$ cat src/rtl/sram_packet_pkg.sv
// Shared types and sizing helpers for the serial SRAM packet loader.
// Holds the FSM state encoding, default widths and counter-width constants.
package sram_packet_pkg;

    typedef enum logic [2:0] {
        ST_IDLE   = 3'd0,
        ST_SHIFT  = 3'd1,
        ST_ISSUE  = 3'd2,
        ST_WAIT   = 3'd3,
        ST_UNLOAD = 3'd4
    } state_t;

    localparam int PACKET_W_DEF = 55;
    localparam int DATA_W_DEF   = 32;
    localparam int READ_LAT_DEF = 2;

    // READ_LAT tops out at 15, so four bits always hold the wait count.
    localparam int WAIT_CNT_W   = 4;

    // Width of an unsigned counter that must reach n without wrapping.
    function automatic int cnt_width(input int n);
        return $clog2(n + 1);
    endfunction

endpackage

$ cat src/rtl/sram_packet_loader_if.sv
// Serial scan / SRAM-side bundle of the packet loader.
// The master side drives the scan chain and the read word; the slave side is the loader.
interface sram_packet_loader_if
    import sram_packet_pkg::*;
#(
    parameter int PACKET_W = PACKET_W_DEF,
    parameter int DATA_W   = DATA_W_DEF
) ();

    logic                scan_en;
    logic                scan_in;
    logic                cs_in;
    logic                err_clr;
    logic [DATA_W-1:0]   read_data;
    logic [PACKET_W-1:0] packet;
    logic                chip_select;
    logic                packet_valid;
    logic                scan_out;
    logic                busy;
    logic                frame_err;

    modport master (
        output scan_en, scan_in, cs_in, err_clr, read_data,
        input  packet, chip_select, packet_valid, scan_out, busy, frame_err
    );

    modport slave (
        input  scan_en, scan_in, cs_in, err_clr, read_data,
        output packet, chip_select, packet_valid, scan_out, busy, frame_err
    );

endinterface

$ cat src/rtl/readback_serializer.sv
// Parallel-in, serial-out read-back path: presents the captured word MSB first.
// Zeros are shifted in, so scan_out returns to 0 after the last data bit.
module readback_serializer
    import sram_packet_pkg::*;
#(
    parameter int DATA_W = DATA_W_DEF
) (
    input  logic              clk,
    input  logic              rst_n,
    input  logic              load,
    input  logic              shift,
    input  logic [DATA_W-1:0] data,
    output logic              scan_out
);

    logic [DATA_W-1:0] shift_r;
    logic              scan_out_r;

    // Capture the read word with its MSB already on scan_out, then shift toward the MSB.
    always_ff @(posedge clk or negedge rst_n) begin
        if (!rst_n) begin
            shift_r    <= '0;
            scan_out_r <= 1'b0;
        end else if (load) begin
            shift_r    <= {data[DATA_W-2:0], 1'b0};
            scan_out_r <= data[DATA_W-1];
        end else if (shift) begin
            shift_r    <= {shift_r[DATA_W-2:0], 1'b0};
            scan_out_r <= shift_r[DATA_W-1];
        end
    end

    assign scan_out = scan_out_r;

endmodule

$ cat src/rtl/sram_packet_loader.sv
// Assembles a serial packet for the SRAM input controller, issues it, waits the read
// latency, then streams the selected read word back out on scan_out.
module sram_packet_loader
    import sram_packet_pkg::*;
#(
    parameter int PACKET_W = PACKET_W_DEF,
    parameter int DATA_W   = DATA_W_DEF,
    parameter int READ_LAT = READ_LAT_DEF
) (
    input  logic              clk_in,
    input  logic              rst_n,
    sram_packet_loader_if.slave bus
);

    localparam int BIT_CNT_W = cnt_width(PACKET_W);
    localparam int UNL_CNT_W = cnt_width(DATA_W);

    localparam logic [BIT_CNT_W-1:0]  BIT_ONE   = BIT_CNT_W'(1);
    localparam logic [BIT_CNT_W-1:0]  BIT_PENULT = BIT_CNT_W'(PACKET_W - 1);
    localparam logic [UNL_CNT_W-1:0]  UNL_ONE   = UNL_CNT_W'(1);
    localparam logic [UNL_CNT_W-1:0]  UNL_LAST  = UNL_CNT_W'(DATA_W - 1);
    localparam logic [WAIT_CNT_W-1:0] WAIT_ONE  = WAIT_CNT_W'(1);
    localparam logic [WAIT_CNT_W-1:0] WAIT_LOAD = WAIT_CNT_W'(READ_LAT);

    state_t                state_r;
    state_t                state_s;

    logic [PACKET_W-2:0]   shift_r;
    logic [BIT_CNT_W-1:0]  bit_cnt_r;
    logic                  cs_lat_r;
    logic [PACKET_W-1:0]   packet_r;
    logic                  chip_select_r;
    logic                  packet_valid_r;
    logic [WAIT_CNT_W-1:0] wait_cnt_r;
    logic [UNL_CNT_W-1:0]  unl_cnt_r;
    logic                  busy_r;
    logic                  frame_err_r;

    logic                  first_bit_s;
    logic                  shift_en_s;
    logic                  issue_s;
    logic                  abort_s;
    logic                  wait_load_s;
    logic                  wait_dec_s;
    logic                  capture_s;
    logic                  unl_shift_s;
    logic                  err_set_s;

    // State register.
    always_ff @(posedge clk_in or negedge rst_n) begin
        if (!rst_n) begin
            state_r <= ST_IDLE;
        end else begin
            state_r <= state_s;
        end
    end

    // Next-state and datapath strobes; the issue strobe fires on the last bit so the
    // packet register is already valid during the ISSUE cycle.
    always_comb begin
        state_s     = state_r;
        first_bit_s = 1'b0;
        shift_en_s  = 1'b0;
        issue_s     = 1'b0;
        abort_s     = 1'b0;
        wait_load_s = 1'b0;
        wait_dec_s  = 1'b0;
        capture_s   = 1'b0;
        unl_shift_s = 1'b0;
        err_set_s   = 1'b0;
        case (state_r)
            ST_IDLE: begin
                if (bus.scan_en) begin
                    first_bit_s = 1'b1;
                    state_s     = ST_SHIFT;
                end else begin
                    state_s     = ST_IDLE;
                end
            end
            ST_SHIFT: begin
                if (!bus.scan_en) begin
                    abort_s    = 1'b1;
                    err_set_s  = 1'b1;
                    state_s    = ST_IDLE;
                end else if (bit_cnt_r == BIT_PENULT) begin
                    issue_s    = 1'b1;
                    state_s    = ST_ISSUE;
                end else begin
                    shift_en_s = 1'b1;
                end
            end
            ST_ISSUE: begin
                err_set_s   = bus.scan_en;
                wait_load_s = 1'b1;
                state_s     = ST_WAIT;
            end
            ST_WAIT: begin
                err_set_s = bus.scan_en;
                if (wait_cnt_r == WAIT_ONE) begin
                    capture_s  = 1'b1;
                    state_s    = ST_UNLOAD;
                end else begin
                    wait_dec_s = 1'b1;
                end
            end
            ST_UNLOAD: begin
                err_set_s   = bus.scan_en;
                unl_shift_s = 1'b1;
                if (unl_cnt_r == UNL_LAST) begin
                    state_s = ST_IDLE;
                end else begin
                    state_s = ST_UNLOAD;
                end
            end
            default: begin
                state_s = ST_IDLE;
            end
        endcase
    end

    // Frame assembly: the final bit bypasses the shift register straight into packet.
    always_ff @(posedge clk_in or negedge rst_n) begin
        if (!rst_n) begin
            shift_r   <= '0;
            bit_cnt_r <= '0;
            cs_lat_r  <= 1'b0;
        end else if (first_bit_s) begin
            shift_r   <= {{(PACKET_W-2){1'b0}}, bus.scan_in};
            bit_cnt_r <= BIT_ONE;
            cs_lat_r  <= bus.cs_in;
        end else if (shift_en_s) begin
            shift_r   <= {shift_r[PACKET_W-3:0], bus.scan_in};
            bit_cnt_r <= bit_cnt_r + BIT_ONE;
        end else if (issue_s || abort_s) begin
            shift_r   <= '0;
            bit_cnt_r <= '0;
        end
    end

    // Issue registers; an aborted frame leaves packet and chip_select untouched.
    always_ff @(posedge clk_in or negedge rst_n) begin
        if (!rst_n) begin
            packet_r       <= '0;
            chip_select_r  <= 1'b0;
            packet_valid_r <= 1'b0;
        end else begin
            packet_valid_r <= issue_s;
            if (issue_s) begin
                packet_r      <= {shift_r, bus.scan_in};
                chip_select_r <= cs_lat_r;
            end
        end
    end

    // Read-latency and unload bit counters.
    always_ff @(posedge clk_in or negedge rst_n) begin
        if (!rst_n) begin
            wait_cnt_r <= '0;
            unl_cnt_r  <= '0;
        end else begin
            if (wait_load_s) begin
                wait_cnt_r <= WAIT_LOAD;
            end else if (wait_dec_s) begin
                wait_cnt_r <= wait_cnt_r - WAIT_ONE;
            end else if (capture_s) begin
                wait_cnt_r <= '0;
            end
            if (capture_s) begin
                unl_cnt_r <= '0;
            end else if (unl_shift_s) begin
                unl_cnt_r <= unl_cnt_r + UNL_ONE;
            end
        end
    end

    // Busy follows the state it will be in; a new error beats a same-cycle clear.
    always_ff @(posedge clk_in or negedge rst_n) begin
        if (!rst_n) begin
            busy_r      <= 1'b0;
            frame_err_r <= 1'b0;
        end else begin
            busy_r <= (state_s != ST_IDLE);
            if (err_set_s) begin
                frame_err_r <= 1'b1;
            end else if (bus.err_clr) begin
                frame_err_r <= 1'b0;
            end
        end
    end

    readback_serializer #(
        .DATA_W (DATA_W)
    ) u_readback (
        .clk      (clk_in),
        .rst_n    (rst_n),
        .load     (capture_s),
        .shift    (unl_shift_s),
        .data     (bus.read_data),
        .scan_out (bus.scan_out)
    );

    assign bus.packet       = packet_r;
    assign bus.chip_select  = chip_select_r;
    assign bus.packet_valid = packet_valid_r;
    assign bus.busy         = busy_r;
    assign bus.frame_err    = frame_err_r;

endmodule

$ cat src/flat_wrapper.sv
// flat-port wrapper written by rule: the top's interface ports become plain ports
module sram_packet_loader_flat import sram_packet_pkg::*;
#(
    parameter int PACKET_W = PACKET_W_DEF,
    parameter int DATA_W   = DATA_W_DEF,
    parameter int READ_LAT = READ_LAT_DEF
)
  (clk_in, rst_n, bus_scan_en, bus_scan_in, bus_cs_in, bus_err_clr, bus_read_data, bus_packet, bus_chip_select, bus_packet_valid, bus_scan_out, bus_busy, bus_frame_err);
  sram_packet_loader_if #(.PACKET_W(PACKET_W), .DATA_W(DATA_W)) bus_i ();
  input  logic clk_in;
  input  logic rst_n;
  input wire logic [$bits(bus_i.scan_en)-1:0] bus_scan_en;
  input wire logic [$bits(bus_i.scan_in)-1:0] bus_scan_in;
  input wire logic [$bits(bus_i.cs_in)-1:0] bus_cs_in;
  input wire logic [$bits(bus_i.err_clr)-1:0] bus_err_clr;
  input wire logic [$bits(bus_i.read_data)-1:0] bus_read_data;
  output wire logic [$bits(bus_i.packet)-1:0] bus_packet;
  output wire logic [$bits(bus_i.chip_select)-1:0] bus_chip_select;
  output wire logic [$bits(bus_i.packet_valid)-1:0] bus_packet_valid;
  output wire logic [$bits(bus_i.scan_out)-1:0] bus_scan_out;
  output wire logic [$bits(bus_i.busy)-1:0] bus_busy;
  output wire logic [$bits(bus_i.frame_err)-1:0] bus_frame_err;
  assign bus_i.scan_en = bus_scan_en;
  assign bus_i.scan_in = bus_scan_in;
  assign bus_i.cs_in = bus_cs_in;
  assign bus_i.err_clr = bus_err_clr;
  assign bus_i.read_data = bus_read_data;
  assign bus_packet = bus_i.packet;
  assign bus_chip_select = bus_i.chip_select;
  assign bus_packet_valid = bus_i.packet_valid;
  assign bus_scan_out = bus_i.scan_out;
  assign bus_busy = bus_i.busy;
  assign bus_frame_err = bus_i.frame_err;
  sram_packet_loader #(.PACKET_W(PACKET_W), .DATA_W(DATA_W), .READ_LAT(READ_LAT)) u_core (.clk_in(clk_in), .rst_n(rst_n), .bus(bus_i));
endmodule
$ cat config.mk
export PLATFORM = sky130hd
export DESIGN_NAME = sram_packet_loader_flat
export DESIGN_NICKNAME = d
export VERILOG_FILES = /design/src/rtl/sram_packet_pkg.sv /design/src/rtl/sram_packet_loader_if.sv /design/src/rtl/readback_serializer.sv /design/src/rtl/sram_packet_loader.sv /design/src/flat_wrapper.sv
export SDC_FILE = /design/constraint.sdc
export NUM_CORES = 1
export LEC_CHECK = 0
export ABC_AREA = 1
export ABC_CLOCK_PERIOD_IN_PS = 1700
export CORE_UTILIZATION = 45
export DETAILED_ROUTE_END_ITERATION = 10
export GPL_TIMING_DRIVEN = 0
export MAX_ROUTING_LAYER = met4
export PLACE_DENSITY = 0.68
export SLEW_MARGIN = 20
export SYNTH_ARGS = -nofsm -noshare
export SYNTH_HDL_FRONTEND = slang
export SYNTH_SLANG_ARGS = --single-unit
$ cat constraint.sdc
create_clock -name clk_in -period 1.7 [get_ports clk_in]
set_clock_uncertainty 0.05 [all_clocks]
set_input_delay 0.34 -clock clk_in [delete_from_list [all_inputs] [get_ports clk_in]]
set_output_delay 0.34 -clock clk_in [all_outputs]
set_load 0.005 [all_outputs]
==> results of run 1 <==
report_power, final:
group          total [W]  switching (W)  internal [W]
clock            0.00423        0.00161       0.00262
combinational   0.000511       0.000303      0.000208
sequential       0.00400      0.0000348       0.00397
total            0.00875        0.00195       0.00680
flip-flops by register name (all words and copies together) (netlist names):
signal                      count
u_core.u_readback.shift_r      31
u_core.bus.chip_select          1
u_core.state_r                  3
u_core.bus.packet              55
u_core.wait_cnt_r               4
u_core.unl_cnt_r                6
u_core.bus.packet_valid         1
u_core.bus.busy                 1
u_core.bus.frame_err            1
u_core.u_readback.scan_out      1
u_core.shift_r                 54
u_core.cs_lat_r                 1
u_core.bit_cnt_r                6
how the worst min path moves through the flow:
| stage | endpoint | slack (ns) | cells after the start |
|---|---|---|---|
| finish | u_core.bus.packet[20] | 0.40 | 2 |
| global route | u_core.u_readback.shift_r[17] | 0.43 | 3 |
| CTS | u_core.bus.packet[18] | 0.40 | 2 |
| detailed placement | u_core.bus.packet[19] | 0.26 | 1 |
| global placement | u_core.u_readback.shift_r[1] | 0.41 | 2 |
| floorplan | u_core.bit_cnt_r[0] | -0.006 | 0 |
repair_timing:
action,CTS,global route
endpoints found under the setup margin,126,167
resized for setup,30,53
hold buffers,1,0
buffers inserted,9,18
pin swaps,2,3
endpoints found under the hold margin,63,0
logic make-up (layout without fill, tap and decap cells):
group	count (synthesis)	in the layout	synth area share [%]
buffers and inverters	113	271	7.154
AND/OR/NAND/NOR	269	269	16.99
adder cells (fa/ha/maj)	5	5	0.9590
AO/OA/AOI/OAI	127	127	10.93
XOR/XNOR	5	5	0.6714
flip-flops	165	165	63.29
synthesized netlist by cell type:
cell type  number  area (sq um)
nand2_1       189         709.4
dfrtp_1       165          4129
inv_1          75         281.5
o22ai_1        57         356.6
o21ai_1        55         275.3
nand3_1        47         235.2
buf_2          25         125.1
nor2_1         24         90.09
o21ai_0         8         40.04
clkbuf_1        7         26.28
ha_1            5         62.56
a21oi_1         4         20.02
inv_2           4         15.01
xnor2_1         3         26.28
nand3_2         2         20.02
nand4_1         2         12.51
nor2_2          2         12.51
nor2_4          2         22.52
xor2_1          2         17.52
a21o_1          1         7.510
a31oi_1         1         6.260
buf_4           1         7.510
buf_6           1         11.26
nand2_2         1         6.260
o211ai_1        1         7.510
routing by layer:
metal / wire length, um / GRT usage, % / vias up
met5: 0 / - / -
met4: 191 / 7.317 / 0
met3: 584 / 4.693 / 15
met2: 7054 / 34.13 / 118
met1: 6363 / 26.37 / 2416
li1: - / - / 2518
cell type report:
class,count,area (sq um)
multi-input cells,406,1946
well taps,180,225.2
fillers,1152,5243
flip-flops and latches,165,4130
repair buffers,126,1274
clock inverters,15,227.7
plain buffers,34,221.5
inverters,79,296.5
clock buffers,17,425.4
through the flow:
| stage | instances | setup TNS [ns] | cell area, sq um | hold WS [ns] |
|---|---|---|---|---|
| finish | 1022 | 0 | 8746 | 0.3966 |
| global route | 1022 | -0.06309 | 8746 | 0.4308 |
| CTS | 1004 | 0 | 8494 | 0.4023 |
| detailed placement | 962 | -35.39 | 7752 | 0.2647 |
| global placement | 961 | -1044.89 | 7720 | 0.4139 |
| floorplan | 684 | 0 | 6524 | -0.005591 |
==> metrics.cfg, run 1 <==
[route]
via_per_inst=4.958
via_count=5067
wl_per_cell_um=13.89
first_pass_iters=4
drc=0
routed_wl_um=14190
postRouteAntennaNets=0
dr.first_iter.drc_count=276

[setup_path]
endpoint_kind=primary output
path_class=reg2out
slowest_delay_ns=0.51
path_depth=1
timing.critical_path.to=bus_packet[30]
slowest_stage=clkdlybuf4s50_1
arrival_ns=1.29
startpoint=u_core.bus.packet[30]
rrSetupSlack_ns=0.08
cp.buffers_inverters=1
start_kind=register
rr_worst_depth=7
cp.required_ns=1.31
r2r-end=u_core.shift_r[47]
critPathMaxFanout=2
path_cells=clkdlybuf4s50_1
crit_family=buffers and inverters
rr_startpoint=u_core.bit_cnt_r[0]

[sta]
fmax_mhz=596.6
finalHoldViolations=0
slew_violations=0
setup_violations=0
worst_slack_ns=0.02387
relSlewSlack_pct=65.05
tightest_slew_ns=0.5243
min_period_over_period_pct=98.60
min_period_ns=1.676

[cells_and_area]
antenna_cells=0
final_cell_mix=187 x nand2_1, 164 x dfrtp_1, 73 x inv_1
fin_util_pct=62.52
drive_gt1_share_pct=13.18
layout_commonest_cell=nand2_1
nets=872
area_growth_pct=34.06

[cts]
root_buffer=clkbuf_16
clk_pin_slew_ns=0.06
cts.path.max_buffers=2
cts_tree=built
numCtsBuffers=17
clk_latency_ns=0.43
clock_sinks=165
cts_htree_levels=4

[synth]
synth_cell_types=25
syn_avg_cell_area_sq_um=9.538
syn-num-nets=727
syn-cell-area_sq_mm=0.006524
yosys_warnings=0
synthCells=684
ys_seq_elements=165
ys_seq_area_share_pct=63.29

[floorplan]
start_util_pct=46.64
die-width_um=122.4
core_area_sq_mm=0.01399
die_h_um=122.4
rows=43
num_io_pins=98
die-area_sq_mm=0.01498

[status]
status=finished, final reports clean

[power]
power_w=0.008747
vdd_drop_max_v=0.0006368
power.leakage_nw=4.535
pwr_density_cell_mw_per_mm2=1000

[grt]
grt_pass1_wl_um=23870
antenna_found_initial=0
grt_overflow=0
grt_pass1_vias=4982
grt_max_degree=103
grt_use_total_pct=21.17

[flow_run]
maxCapViolations=0

[placed_design]
place_congestion=0.8055
port_buffers=97
dpl.hpwl_um=9370
dp_slack_ns=-0.3883

[hold_path]
min_path_type=in2async

Note: power is estimated with default switching activity, not from simulation.
==> inputs of run 2 (changes only) <==
Settings changed: SYNTH_HIERARCHICAL set to 1.
==> run 2 against run 1 <==
Cell count unchanged. Cell area increased by 2.4%. Combinational power decreased by 17%. Sequential power about the same. Synthesized area increased by 3.8%. Count of clock-buffer cells in the layout increased by 6. Critical path depth unchanged. Largest cell class unchanged. Via count increased by 1.3%. Power decreased by 3.0%. Sequential share of layout area decreased by 1.1 points. Clock power decreased by 4%. Wire length about the same. Highest routed layer unchanged.
==> metrics.cfg, run 2 <==
[route]
drc=0  ; unchanged
postRouteAntennaNets=0  ; unchanged
routed_wl_um=14180  ; about the same
wl_per_cell_um=13.88  ; about the same
via_per_inst=5.024  ; +1.3%
via_count=5135  ; +1.3%
dr.first_iter.drc_count=316  ; +14%
first_pass_iters=5  ; +1

[setup_path]
critPathMaxFanout=2  ; unchanged
arrival_ns=1.30  ; about the same
r2r-end=u_core/bit_cnt_r[3]
rrSetupSlack_ns=0.07  ; about the same
rr_startpoint=u_core/state_r[1]
cp.required_ns=1.31  ; about the same
slowest_delay_ns=0.51  ; about the same
rr_worst_depth=8  ; +1
endpoint_kind=primary output
crit_family=buffers and inverters
path_class=reg2out
cp.buffers_inverters=1  ; unchanged
start_kind=register
slowest_stage=clkdlybuf4s50_1
path_cells=clkdlybuf4s50_1

[power]
p_switching_w=0.001737  ; -11%
p_clk_share_pct=48.0  ; -0.4 points
netSwitchingFraction_pct=20.48  ; -1.8 points
pwr-share-comb_pct=5.0  ; -0.8 points
p_int_w=0.006745  ; -0.79%
vdd_drop_max_v=0.0007115  ; +12%
power.leakage_nw=4.611  ; +1.7%
power_w=0.008482  ; -3.0%
seq_power_share_pct=47.0  ; +1.2 points
pwr_density_cell_mw_per_mm2=947.0  ; -5.3%

[floorplan]
num_io_pins=98  ; unchanged
rows=44  ; +2.3%
die-area_sq_mm=0.01554  ; +3.7%
die-width_um=124.7  ; +1.9%
start_util_pct=46.42  ; -0.22 points
core_area_sq_mm=0.01459  ; +4.3%
die_h_um=124.7  ; +1.9%

[placed_design]
postPlaceCellArea_sq_mm=0.008005  ; +3.3%
port_buffers=97  ; unchanged
place_congestion=0.7777  ; -3.5%
dpl.hpwl_um=9540  ; +1.8%

[synth]
yosys_warnings=6  ; +6
async_reset_ff_share_pct=100.0  ; unchanged
synth-edff-count=0  ; unchanged
syn-num-nets=726  ; -0.14%
syn_avg_cell_area_sq_um=9.914  ; +3.9%
yosysTopAreaCellShare_pct=60.98  ; -2.3 points
synthTopCellsByCount=165 x dfrtp_1, 162 x nand2_1, 78 x inv_1
ys_seq_elements=165  ; unchanged
synth.area.top_cells=dfrtp_1 61%, nand2_1 9.0%, nand3_1 5.5%, o22ai_1 4.9%, inv_1 4.3%
synth-main-ff-cell=dfrtp_1
yosysMostFrequentCell=dfrtp_1
syn-cell-area_sq_mm=0.006771  ; +3.8%
synthCells=683  ; -0.15%
ys_seq_area_share_pct=60.98  ; -2.3 points
synth_cell_types=25  ; unchanged
synth_top_area_cell=dfrtp_1

[grt]
grt_pass1_vias=4950  ; -0.64%
grt_overflow=0  ; unchanged
grt_pass1_wl_um=23140  ; -3.0%
grt_max_degree=87  ; -16%
grt_use_total_pct=19.17  ; -2.0 points
antenna_found_initial=0  ; unchanged

[sta]
min_period_over_period_pct=99.45  ; +0.85 points
min_period_ns=1.691  ; +0.01449 ns
relSlewSlack_pct=60.10  ; -5.0 points
setup_violations=0  ; unchanged
fmax_mhz=591.5  ; -0.86%
whs_ns=0.4209  ; +0.02431 ns
tightest_slew_ns=0.5986  ; +0.07430 ns
slew_violations=0  ; unchanged
finalHoldViolations=0  ; unchanged

[hold_path]
whs_path_depth=2
min_path_type=reg2reg
hold_path_startpoint=u_core/bus.chip_select
min_to=u_core/bus.chip_select

[flow_run]
maxCapViolations=0  ; unchanged

[cells_and_area]
drive_gt1_share_pct=18.02  ; +4.8 points
nets=868  ; -0.46%
fin_area_sq_mm=0.008956  ; +2.4%
layout_commonest_cell=dfrtp_1
largest_reg_flops=55  ; unchanged
area_growth_pct=32.26
fin_util_pct=61.39  ; -1.1 points
antenna_cells=0  ; unchanged
final_cell_mix=165 x dfrtp_1, 158 x nand2_1, 75 x inv_1

[cts]
root_buffer=clkbuf_16
cts_htree_levels=4  ; unchanged
clk_latency_ns=0.42  ; about the same
clock_sinks=165  ; unchanged
cts_tree=built
numCtsBuffers=17  ; unchanged
clk_pin_slew_ns=0.06  ; about the same
cts.path.max_buffers=2  ; unchanged

[status]
status=finished, final reports clean

[run 2: power groups by stage]
stage,clock network [W],logic [W],registers (W)
after floorplan,0,0.000171,0.00405
after global placement,0,0.000392,0.00406
after detailed placement,0,0.000408,0.00405
after CTS,0.00417,0.000413,0.00398
after global routing,0.00432,0.000472,0.00399
final,0.00407,0.000425,0.00399
[run 2: stage by stage]
step	worst slack (ns)	setup TNS, ns	instances
floorplan	0.1619	0	683
global placement	-6.181	-1031.17	964
detailed placement	-0.2263	-17.03	965
CTS	0.001682	0	1007
global route	-0.01847	-0.08367	1022
finish	0.009383	0	1022
[run 2: how the worst max path moves through the flow]
stage,from,endpoint,slack [ns],depth (start not counted)
3_3_place_gp,rst_n,u_core/u_readback/shift_r[23],-6.18,1
4_1_cts,u_core/bus.packet[45],bus_packet[45],0.002,1
6_report,u_core/bus.packet[50],bus_packet[50],0.009,1
3_5_place_dp,bus_scan_en,u_core/shift_r[40],-0.23,6
5_1_grt,u_core/bus.packet[50],bus_packet[50],-0.02,1
2_1_floorplan,u_core/wait_cnt_r[0],u_core/u_readback/shift_r[30],0.16,10
[run 2: worst register-to-register path, stage by stage, from the launching register on]
cell	delay (ns)
dfrtp_1	0.45
nor2_2	0.21
nand3_2	0.11
inv_2	0.10
nand2_2	0.08
buf_8	0.15
buf_4	0.14
buf_4	0.13
o22ai_1	0.13
[run 2: cell type report]
type                       instances  area [sq um]
buffer                            37         316.6
clock buffer                      23         488.0
clock inverter                     9         147.6
fill                            1179          5633
inverter                          82         310.3
multi-input combinational        399          2103
sequential                       165          4129
tap                              184         230.2
timing repair buffer             123          1231
[run 2: kinds of logic after synthesis]
family | synth area share (%)
compound gates | 12.16
xor+xnor | 0.6468
fa+ha+maj | 0.9239
flops | 60.98
buf+inv | 8.703
simple gates | 16.59
[run 2: metal layers]
metal  vias up  wire, um  global-route usage (%)
li1       2524         -                       -
met1      2499      6434                   24.24
met2        94      7109                   30.35
met3        18       448                   4.210
met4         0       190                   7.016
met5         -         0                       -
[run 2: timing repair]
item,4_1_cts,5_1_grt
setup endpoints to repair,53,113
pin swaps,0,5
hold endpoints to repair,79,0
buffers inserted,9,14
cloned,0,1
gates resized for setup,19,51
hold buffers,1,0
